**src/rtl/dec_pkg.sv**
```systemverilog
// Shared encodings for the decode/hazard block: opcodes, functs, ALU and branch codes,
// and the in-flight destination record used by the tracking pipe.
package dec_pkg;

    localparam logic [5:0] OP_RTYPE  = 6'h00;
    localparam logic [5:0] OP_REGIMM = 6'h01;
    localparam logic [5:0] OP_J      = 6'h02;
    localparam logic [5:0] OP_JAL    = 6'h03;
    localparam logic [5:0] OP_BEQ    = 6'h04;
    localparam logic [5:0] OP_BNE    = 6'h05;
    localparam logic [5:0] OP_BLEZ   = 6'h06;
    localparam logic [5:0] OP_BGTZ   = 6'h07;
    localparam logic [5:0] OP_ADDIU  = 6'h09;
    localparam logic [5:0] OP_SLTI   = 6'h0A;
    localparam logic [5:0] OP_SLTIU  = 6'h0B;
    localparam logic [5:0] OP_ANDI   = 6'h0C;
    localparam logic [5:0] OP_ORI    = 6'h0D;
    localparam logic [5:0] OP_XORI   = 6'h0E;
    localparam logic [5:0] OP_LUI    = 6'h0F;
    localparam logic [5:0] OP_LB     = 6'h20;
    localparam logic [5:0] OP_LW     = 6'h23;
    localparam logic [5:0] OP_LBU    = 6'h24;
    localparam logic [5:0] OP_SB     = 6'h28;
    localparam logic [5:0] OP_SW     = 6'h2B;

    localparam logic [5:0] FN_SLL  = 6'h00;
    localparam logic [5:0] FN_SRL  = 6'h02;
    localparam logic [5:0] FN_SRA  = 6'h03;
    localparam logic [5:0] FN_SLLV = 6'h04;
    localparam logic [5:0] FN_SRLV = 6'h06;
    localparam logic [5:0] FN_SRAV = 6'h07;
    localparam logic [5:0] FN_JR   = 6'h08;
    localparam logic [5:0] FN_JALR = 6'h09;
    localparam logic [5:0] FN_ADDU = 6'h21;
    localparam logic [5:0] FN_SUBU = 6'h23;
    localparam logic [5:0] FN_AND  = 6'h24;
    localparam logic [5:0] FN_OR   = 6'h25;
    localparam logic [5:0] FN_XOR  = 6'h26;
    localparam logic [5:0] FN_NOR  = 6'h27;
    localparam logic [5:0] FN_SLT  = 6'h2A;
    localparam logic [5:0] FN_SLTU = 6'h2B;

    localparam logic [4:0] REG_LINK = 5'd31;

    typedef enum logic [4:0] {
        ALU_ADD  = 5'd0,
        ALU_SUB  = 5'd1,
        ALU_AND  = 5'd2,
        ALU_OR   = 5'd3,
        ALU_XOR  = 5'd4,
        ALU_NOR  = 5'd5,
        ALU_SLT  = 5'd6,
        ALU_SLTU = 5'd7,
        ALU_SLL  = 5'd8,
        ALU_SRL  = 5'd9,
        ALU_SRA  = 5'd10,
        ALU_SLLV = 5'd11,
        ALU_SRLV = 5'd12,
        ALU_SRAV = 5'd13,
        ALU_LUI  = 5'd14
    } alu_op_e;

    typedef enum logic [3:0] {
        BR_NONE = 4'd0,
        BR_BEQ  = 4'd1,
        BR_BNE  = 4'd2,
        BR_BLEZ = 4'd3,
        BR_BGTZ = 4'd4,
        BR_BLTZ = 4'd5,
        BR_BGEZ = 4'd6,
        BR_J    = 4'd7,
        BR_JAL  = 4'd8,
        BR_JR   = 4'd9
    } br_op_e;

    typedef struct packed {
        logic       we;
        logic [4:0] wa;
        logic       load;
    } track_t;

    // $0 is never a real destination, so an entry writing it never matches.
    function automatic logic trk_hits(input track_t t, input logic [4:0] addr);
        return t.we && (t.wa != 5'd0) && (t.wa == addr);
    endfunction

endpackage

```
**src/rtl/dec_num_extend.sv**
```systemverilog
// 16-to-32 bit immediate extender: sign extension when i_sign is set, zero extension otherwise.
module dec_num_extend (
    input  logic [15:0] i_imm,
    input  logic        i_sign,
    output logic [31:0] o_num
);

    assign o_num = i_sign ? {{16{i_imm[15]}}, i_imm} : {16'b0, i_imm};

endmodule

```
**src/rtl/dec_ctrl_hazard.sv**
```systemverilog
// Decode-stage control for the 5-stage MIPS pipe: decode, immediate extension, E/M/W
// destination tracking with forwarding and stall. Build macro DEC_FORWARD_EN enables forwarding.
module dec_ctrl_hazard
    import dec_pkg::*;
(
    input  logic        clk,
    input  logic        rstn,
    input  logic [31:0] i_inst,
    input  logic        i_flush,
    input  logic [31:0] i_rd1,
    input  logic [31:0] i_rd2,
    input  logic [31:0] i_aluOutE,
    input  logic [31:0] i_resultM,
    input  logic [31:0] i_rstW,
    output logic        o_sA0,
    output logic        o_sA,
    output logic        o_sB,
    output logic        o_sWRD,
    output logic        o_sByte,
    output logic        o_sLoad,
    output logic        o_regWe,
    output logic        o_dMemWe,
    output logic [4:0]  o_aluOP,
    output logic [3:0]  o_brOP,
    output logic [4:0]  o_WRA,
    output logic [31:0] o_num,
    output logic [31:0] o_rd1,
    output logic [31:0] o_rd2,
    output logic        o_pause
);

    logic [5:0]  opcode, funct;
    logic [4:0]  rs, rt, rd, sa;
    logic        we_raw, s_imme, sign;
    logic [15:0] imm;
    alu_op_e     alu_op;
    br_op_e      br_op;
    logic        pause;
    track_t      trk_e_d, trk_e_q, trk_m_d, trk_m_q, trk_w_d, trk_w_q;

    assign opcode = i_inst[31:26];
    assign rs     = i_inst[25:21];
    assign rt     = i_inst[20:16];
    assign rd     = i_inst[15:11];
    assign sa     = i_inst[10:6];
    assign funct  = i_inst[5:0];

    always_comb begin
        o_sA0    = 1'b0;
        o_sA     = 1'b0;
        o_sB     = 1'b0;
        o_sWRD   = 1'b0;
        o_sByte  = 1'b0;
        o_sLoad  = 1'b0;
        o_dMemWe = 1'b0;
        we_raw   = 1'b0;
        s_imme   = 1'b0;
        sign     = 1'b0;
        alu_op   = ALU_ADD;
        br_op    = BR_NONE;
        if (i_inst != 32'd0) begin
            case (opcode)
                OP_RTYPE: begin
                    case (funct)
                        FN_ADDU: we_raw = 1'b1;
                        FN_SUBU: begin alu_op = ALU_SUB;  we_raw = 1'b1; end
                        FN_AND:  begin alu_op = ALU_AND;  we_raw = 1'b1; end
                        FN_OR:   begin alu_op = ALU_OR;   we_raw = 1'b1; end
                        FN_XOR:  begin alu_op = ALU_XOR;  we_raw = 1'b1; end
                        FN_NOR:  begin alu_op = ALU_NOR;  we_raw = 1'b1; end
                        FN_SLT:  begin alu_op = ALU_SLT;  we_raw = 1'b1; end
                        FN_SLTU: begin alu_op = ALU_SLTU; we_raw = 1'b1; end
                        FN_SLLV: begin alu_op = ALU_SLLV; we_raw = 1'b1; end
                        FN_SRLV: begin alu_op = ALU_SRLV; we_raw = 1'b1; end
                        FN_SRAV: begin alu_op = ALU_SRAV; we_raw = 1'b1; end
                        // Constant shifts: A takes rt, B takes the zero-extended shamt.
                        FN_SLL, FN_SRL, FN_SRA: begin
                            o_sA0  = 1'b1;
                            o_sB   = 1'b1;
                            s_imme = 1'b1;
                            we_raw = 1'b1;
                            case (funct)
                                FN_SLL:  alu_op = ALU_SLL;
                                FN_SRL:  alu_op = ALU_SRL;
                                default: alu_op = ALU_SRA;
                            endcase
                        end
                        FN_JR:   br_op = BR_JR;
                        FN_JALR: begin br_op = BR_JR; o_sA = 1'b1; we_raw = 1'b1; end
                        default: ;
                    endcase
                end
                OP_ADDIU: begin o_sB = 1'b1; sign = 1'b1; we_raw = 1'b1; end
                OP_SLTI:  begin alu_op = ALU_SLT;  o_sB = 1'b1; sign = 1'b1; we_raw = 1'b1; end
                OP_SLTIU: begin alu_op = ALU_SLTU; o_sB = 1'b1; sign = 1'b1; we_raw = 1'b1; end
                OP_ANDI:  begin alu_op = ALU_AND;  o_sB = 1'b1; we_raw = 1'b1; end
                OP_ORI:   begin alu_op = ALU_OR;   o_sB = 1'b1; we_raw = 1'b1; end
                OP_XORI:  begin alu_op = ALU_XOR;  o_sB = 1'b1; we_raw = 1'b1; end
                OP_LUI:   begin alu_op = ALU_LUI;  o_sB = 1'b1; we_raw = 1'b1; end
                OP_LW, OP_LB, OP_LBU: begin
                    o_sB    = 1'b1;
                    sign    = 1'b1;
                    we_raw  = 1'b1;
                    o_sWRD  = 1'b1;
                    o_sLoad = 1'b1;
                    o_sByte = (opcode != OP_LW);
                end
                OP_SW, OP_SB: begin
                    o_sB     = 1'b1;
                    sign     = 1'b1;
                    o_dMemWe = 1'b1;
                    o_sByte  = (opcode == OP_SB);
                end
                OP_BEQ:  begin br_op = BR_BEQ;  sign = 1'b1; end
                OP_BNE:  begin br_op = BR_BNE;  sign = 1'b1; end
                OP_BLEZ: begin br_op = BR_BLEZ; sign = 1'b1; end
                OP_BGTZ: begin br_op = BR_BGTZ; sign = 1'b1; end
                OP_REGIMM: begin
                    if (rt == 5'd0) begin
                        br_op = BR_BLTZ;
                        sign  = 1'b1;
                    end else if (rt == 5'd1) begin
                        br_op = BR_BGEZ;
                        sign  = 1'b1;
                    end
                end
                OP_J:    br_op = BR_J;
                OP_JAL:  begin br_op = BR_JAL; o_sA = 1'b1; we_raw = 1'b1; end
                default: ;
            endcase
        end
    end

    always_comb begin
        if (opcode == OP_JAL) begin
            o_WRA = REG_LINK;
        end else if (opcode == OP_RTYPE) begin
            o_WRA = rd;
        end else begin
            o_WRA = rt;
        end
    end

    assign o_regWe = we_raw && (o_WRA != 5'd0);
    assign o_aluOP = alu_op;
    assign o_brOP  = br_op;
    assign imm     = s_imme ? {11'b0, sa} : i_inst[15:0];

    dec_num_extend u_num_extend (
        .i_imm  (imm),
        .i_sign (sign),
        .o_num  (o_num)
    );

`ifdef DEC_FORWARD_EN
    // An E-stage load has no data yet, so it is skipped here and covered by the stall.
    function automatic logic [31:0] fwd_operand(input logic [4:0] addr, input logic [31:0] rf_val);
        if (addr == 5'd0) begin
            return rf_val;
        end else if (trk_hits(trk_e_q, addr) && !trk_e_q.load) begin
            return i_aluOutE;
        end else if (trk_hits(trk_m_q, addr)) begin
            return i_resultM;
        end else if (trk_hits(trk_w_q, addr)) begin
            return i_rstW;
        end
        return rf_val;
    endfunction

    assign pause = trk_e_q.load && (trk_hits(trk_e_q, rs) || trk_hits(trk_e_q, rt));
    assign o_rd1 = fwd_operand(rs, i_rd1);
    assign o_rd2 = fwd_operand(rt, i_rd2);
`else
    assign pause = trk_hits(trk_e_q, rs) || trk_hits(trk_e_q, rt) ||
                   trk_hits(trk_m_q, rs) || trk_hits(trk_m_q, rt) ||
                   trk_hits(trk_w_q, rs) || trk_hits(trk_w_q, rt);
    assign o_rd1 = i_rd1;
    assign o_rd2 = i_rd2;
`endif

    logic unused_inputs;
    assign unused_inputs = ^{i_aluOutE, i_resultM, i_rstW, trk_m_q.load, trk_w_q.load};

    assign o_pause = pause;

    always_comb begin
        trk_e_d = '0;
        if (!pause && !i_flush) begin
            trk_e_d.we   = o_regWe;
            trk_e_d.wa   = o_WRA;
            trk_e_d.load = o_sLoad;
        end
        trk_m_d = trk_e_q;
        trk_w_d = trk_m_q;
    end

    always_ff @(posedge clk or negedge rstn) begin
        if (!rstn) begin
            trk_e_q <= '0;
            trk_m_q <= '0;
            trk_w_q <= '0;
        end else begin
            trk_e_q <= trk_e_d;
            trk_m_q <= trk_m_d;
            trk_w_q <= trk_w_d;
        end
    end

endmodule

```
**config.mk**
```make
export PLATFORM = sky130hd
export DESIGN_NAME = dec_ctrl_hazard
export DESIGN_NICKNAME = d
export VERILOG_FILES = /design/src/rtl/dec_pkg.sv /design/src/rtl/dec_num_extend.sv /design/src/rtl/dec_ctrl_hazard.sv
export SDC_FILE = /design/constraint.sdc
export NUM_CORES = 1
export LEC_CHECK = 0
export BUFFER_PORTS_ARGS = -buffer_cell sky130_fd_sc_hd__buf_4
export CAP_MARGIN = 15
export CORE_AREA = 5 5 117 119
export DETAILED_ROUTE_END_ITERATION = 16
export DIE_AREA = 0 0 122 124
export GPL_ROUTABILITY_DRIVEN = 0
export PLACE_DENSITY = 0.65
export SLEW_MARGIN = 10
export SYNTH_ARGS = -nofsm -noshare
export SYNTH_HDL_FRONTEND = slang
export SYNTH_SLANG_ARGS = --single-unit
```
**constraint.sdc**
```tcl
create_clock -name clk -period 2.3 [get_ports clk]
set_input_delay 0.46 -clock clk [delete_from_list [all_inputs] [get_ports clk]]
set_output_delay 0.46 -clock clk [all_outputs]
set_load 0.005 [all_outputs]
```
# After elaboration in Yosys (flattened, before gate mapping)
# Index checks and enable logic that the tools add are counted.
# classes
n_eq_ne	42
muxes	35
n_reduce_logical	34
# ops
cell	count
6-bit equality test, second input constant	13
6-bit by 4-bit equality test with 1-bit output, second input constant	9
4-bit case mux with 11 select lines	1
6-bit by 3-bit equality test with 1-bit output, second input constant	7
32-bit 2-to-1 mux	1
4-bit case mux with 8 select lines	1
32-bit nonzero test	1
5-bit equality test	6
4-bit case mux with 7 select lines	1
6-bit by 2-bit equality test with 1-bit output, second input constant	4
12-bit OR reduction	2
5-bit nonzero test	4
1-bit 2-to-1 mux	16
16-bit 2-to-1 mux	1
15-bit OR reduction	1
6-bit zero test	2
4-bit 2-to-1 mux	3
1-bit logical AND	11
11-bit OR reduction	1
5-bit 2-to-1 mux	2
1-bit case mux with 2 select lines	5
7-bit 2-to-1 mux	1
6-bit by 1-bit equality test with 1-bit output, second input constant	1
3-bit 2-to-1 mux	2
8 further kinds	15
# totals
reg_bits	18
input_bits	195
out_inout_bits	119
wordCells	117

# Longest topological paths before layout
# logic_depth
depth_word	11
mapped_depth	7
mapped_depth_nobuf	5

# Hierarchy
# Synthesis repeated with hierarchy kept, for this count alone.
# hier_totals
cells_unflattened	323
hier_area_um2	2551.2
# by_module_without_submodules
module	n_inst	cells_each	area_each_um2	seq_area_each_um2
dec_ctrl_hazard	1	291	2312.2	450.4
dec_num_extend	1	32	239.0	0.0

# Least setup slack after synthesis
# No wires, ideal clock.
# synth_path
kind	input -> output
start	input port i_inst[17]
end	output port o_num[17]
t_arrival_ps	1954
required_time_ps	1840
slack_ps	-114
stages	6
n_path_buf	2
path_cell_list	buf_2 nor4_4 nand2b_1 nor4_4 o221a_2 buf_4
# synth_via
elab_chain_cells	6
word_cells_on_any_way	10
classes_between	eq/ne: 1; mux: 7; reduce/logical: 2
# synth_rtl
element	line_no	text
start: declaration	dec_ctrl_hazard.sv:8	input logic [31:0] i_inst,
5-bit by 1-bit equality test with 1-bit output	dec_ctrl_hazard.sv:122	end else if (rt == 5'd1) begin
1-bit 2-to-1 mux	dec_ctrl_hazard.sv:122	
1-bit 2-to-1 mux	dec_ctrl_hazard.sv:119	if (rt == 5'd0) begin
1-bit case mux with 2 select lines	dec_ctrl_hazard.sv:62	case (opcode)
1-bit 2-to-1 mux	dec_ctrl_hazard.sv:61	if (i_inst != 32'd0) begin
32-bit 2-to-1 mux *	dec_num_extend.sv:8	assign o_num = i_sign ? {{16{i_imm[15]}}, i_imm} : {16'b0, i_imm};
end: declaration	dec_ctrl_hazard.sv:26	output logic [31:0] o_num,
# Every way passes the cells marked *; elsewhere a longest branch is shown, timed or not.

# Worst setup path in the final report
# layout_path
start	input port i_inst[17]
end	output port o_num[27]
# Same word-level chain as after synthesis.

==> flow_summary.yaml <==
timing:
  hold_viol: 0
  min_period_over_period_pct: 113
  final-setup-viol-count: 43
  rsz0062_at_grt: "yes"
  drv_slew: 0
  timing.final.ws_setup_ps: -302
  max_freq_ghz: 0.384
  setup_tns_ps: -8540
  tightest_slew_ps: 601
  skew_ps: 2.30
  slew_headroom_pct: 59.8
  period_minus_slack_ps: 2600
synth:
  synthArstFlopShare_pct: 100
  synth_edf_count: 0
  ys.flop_type: "dfrtp_1"
  ys_seq_area_share_pct: 18.5
  synth.top_cell.area_share_pct: 25.0
  syn_avg_cell_area_um2: 8.07
  netlist_top_cells_area: "buf_4, dfrtp_1, xnor2_1"
  syn_nets: 497
  yosys.area.top_type: "buf_4"
  synth_area_um2: 2440
  yosys_warnings: 0
  synth_seq_cells: 18
  synth_cell_type_count: 53
  syn_inst: 302
grt:
  grt_pass1_wl_um: 13400
  grt_use_total_pct: 11.5
  antenna_found_initial: 1
  grt_max_degree: 19
  grt_pass1_vias: 2346
  grt_overflow: 0
final_layout:
  final_common_cell: "buf_4"
  areaGrowthSynthToFinish_pct: 42.1
  finalNetCount: 562
  multi_input_area_um2: 1400
  regArea_um2: 450
  fill_cells: 1364
  antenna-diode-count: 0
  final_cell_mix: "buf_4, xnor2_1, buf_6"
  drive_gt1_share_pct: 50.5
  finalNonFillerCells: 538
routing:
  wl_per_cell_um: 17.5
  vias: 2317
  wirelength_um: 9400
  drt-initial-drc-count: 127
  drc: 0
  firstDrtPassIters: 4
  ant_nets: 0
  viasPerCell: 4.31
floorplan:
  die_x_um: 122
  rows: 41
  core_area_um2: 12500
  start_util_pct: 19.5
  die_area_um2: 15100
  chipHeight_um: 124
  io_pins: 314
placed_design:
  dp_hpwl_um: 7870
  port_buffers: 88
  placedCellCount: 529
power:
  power_per_cell_area_nw_per_um2: 346
  switching_power_w: 0.000332
  p_seq_share_pct: 29.1
  internal-power_w: 0.000867
  leakagePower_nw: 1.56
  pwr-share-comb_pct: 40.2
  clkPwrFrac_pct: 30.7
  vdd_drop_max_mv: 0.198
  switching_share_pct: 27.7
critical_path:
  critPathKind: "input pin to output pin"
  worstPathMaxFanout: 8
  end_kind: "output pin"
  cp_data_required_time_ps: 1840
  cp-start-kind: "input pin"
  worstPathArrival_ps: 2140
clock_network:
  clk_path_buf_depth: 2
  cts_hold_buf: 0
  cts_root_buffer: "clkbuf_16"
  cts.clk_slew.worst_paths_ps: 50
  cts_buffers: 3
  clk_latency_ps: 240
  cts_tree: "done"
  cts_sinks: 18
  cts_htree_levels: 1
status:
  violations: "negative setup slack"
  status: "finished with violations"
run:
  cap_violations: 0
min_path:
  hold_path.class: "input pin to asynchronous set/reset pin"
==> area by class of cell <==
type | count | area share (%)
Multi-Input combinational cell | 184 | 40.5
Sequential cell | 18 | 13.0
Timing Repair Buffer | 154 | 37.0
Inverter | 6 | 0.651
Tap cell | 172 | 6.22
Clock buffer | 4 | 2.57
==> cell usage after synthesis (all sizes together) (2+ instances only) <==
| cell type | n |
|---|---|
| buf | 86 |
| xnor2 | 31 |
| dfrtp | 18 |
| nand2 | 15 |
| nor2b | 14 |
| nand3 | 11 |
| nor2 | 11 |
| o21ai | 11 |
| clkbuf | 9 |
| nor4 | 9 |
| a21o | 6 |
| inv | 6 |
| and3b | 5 |
| nor3 | 5 |
| o21a | 5 |
| o22ai | 5 |
| a21oi | 4 |
| nand2b | 4 |
| or4 | 4 |
| and2 | 3 |
| nor4b | 3 |
| o21bai | 3 |
| o22a | 3 |
| xor2 | 3 |
| a22oi | 2 |
| a31oi | 2 |
| a32o | 2 |
| and4 | 2 |
| mux2 | 2 |
| nor3b | 2 |
==> metrics by stage <==
step / hold slack [ps] / utilization, % / power, W / area [µm²] / setup slack, ps
finish: 72.1 / 27.8 / 0.00120 / 3460 / -302
global route: 86.9 / 27.8 / 0.00126 / 3460 / -347
CTS: 75.5 / 27.1 / 0.00120 / 3380 / -314
detailed placement: 334 / 25.0 / 0.000801 / 3120 / -333
global placement: 329 / 25.0 / 0.000788 / 3120 / -360
floorplan: 164 / - / 0.000652 / 2460 / -47.8
==> per-layer routing <==
layer  routed length, µm  part of all wire [%]  track usage (%)  vias up
li1                    -                     -                -     1093
met1                3880                    41             14.4     1083
met2                4140                    44             18.3      115
met3                1270                    13             5.59       24
met4                  87                  0.93             1.75        2
met5                  20                  0.21                0        -
==> sequential cells by signal, indices dropped and copies added (netlist names) <==
name,cells
trk_e_q,6
trk_m_q,6
trk_w_q,6
==> power groups by stage <==
| stage | clock network [W] | logic (W) | registers (W) |
|---|---|---|---|
| 2_1_floorplan | 0 | 0.000294 | 0.000358 |
| 3_3_place_gp | 0 | 0.000435 | 0.000353 |
| 3_5_place_dp | 0 | 0.000446 | 0.000355 |
| 4_1_cts | 0.000376 | 0.000476 | 0.000349 |
| 5_1_grt | 0.000388 | 0.000522 | 0.000352 |
| 6_report | 0.000368 | 0.000481 | 0.000349 |
==> repair_timing <==
item | CTS | global route
gates cloned | 1 | 0
pin swaps | 14 | 10
setup buffers | 2 | 5
resized for setup | 42 | 12
endpoints found under the setup margin | 45 | 47
==> worst max-delay path, cell delays in order <==
cell and delay (ps):
buf_8 100, nor4_4 350, buf_4 170, buf_4 110, a31oi_1 70, nor2_1 360, o221a_4 380, buf_6 130
==> cells by family (layout without fill, tap and decap cells) <==
logic type	count (synthesis)	after routing	share of synthesized area, %
AO/OA/AOI/OAI	52	53	15.1
buffers and inverters	101	164	28.5
multiplexers	3	3	1.34
flip-flops	18	18	18.5
XOR/XNOR	34	34	12.2
AND/OR/NAND/NOR	93	93	24.2
other	1	1	0.154
==> final timing paths <==
check / from / endpoint / slack, ps / cells after the start
max: i_inst[17] / o_num[27] / -300 / 8
min: rstn / trk_e_q[4] / 70 / 1
max reg2reg: trk_w_q[3] / trk_e_q[3] / 300 / 6
min reg2reg: trk_m_q[6] / trk_w_q[6] / 380 / 0
max in group asynchronous: rstn / trk_m_q[4] / 2050 / 1
min in group clk: trk_m_q[6] / trk_w_q[6] / 380 / 0
No activity file was read; power rests on OpenSTA's default activity.
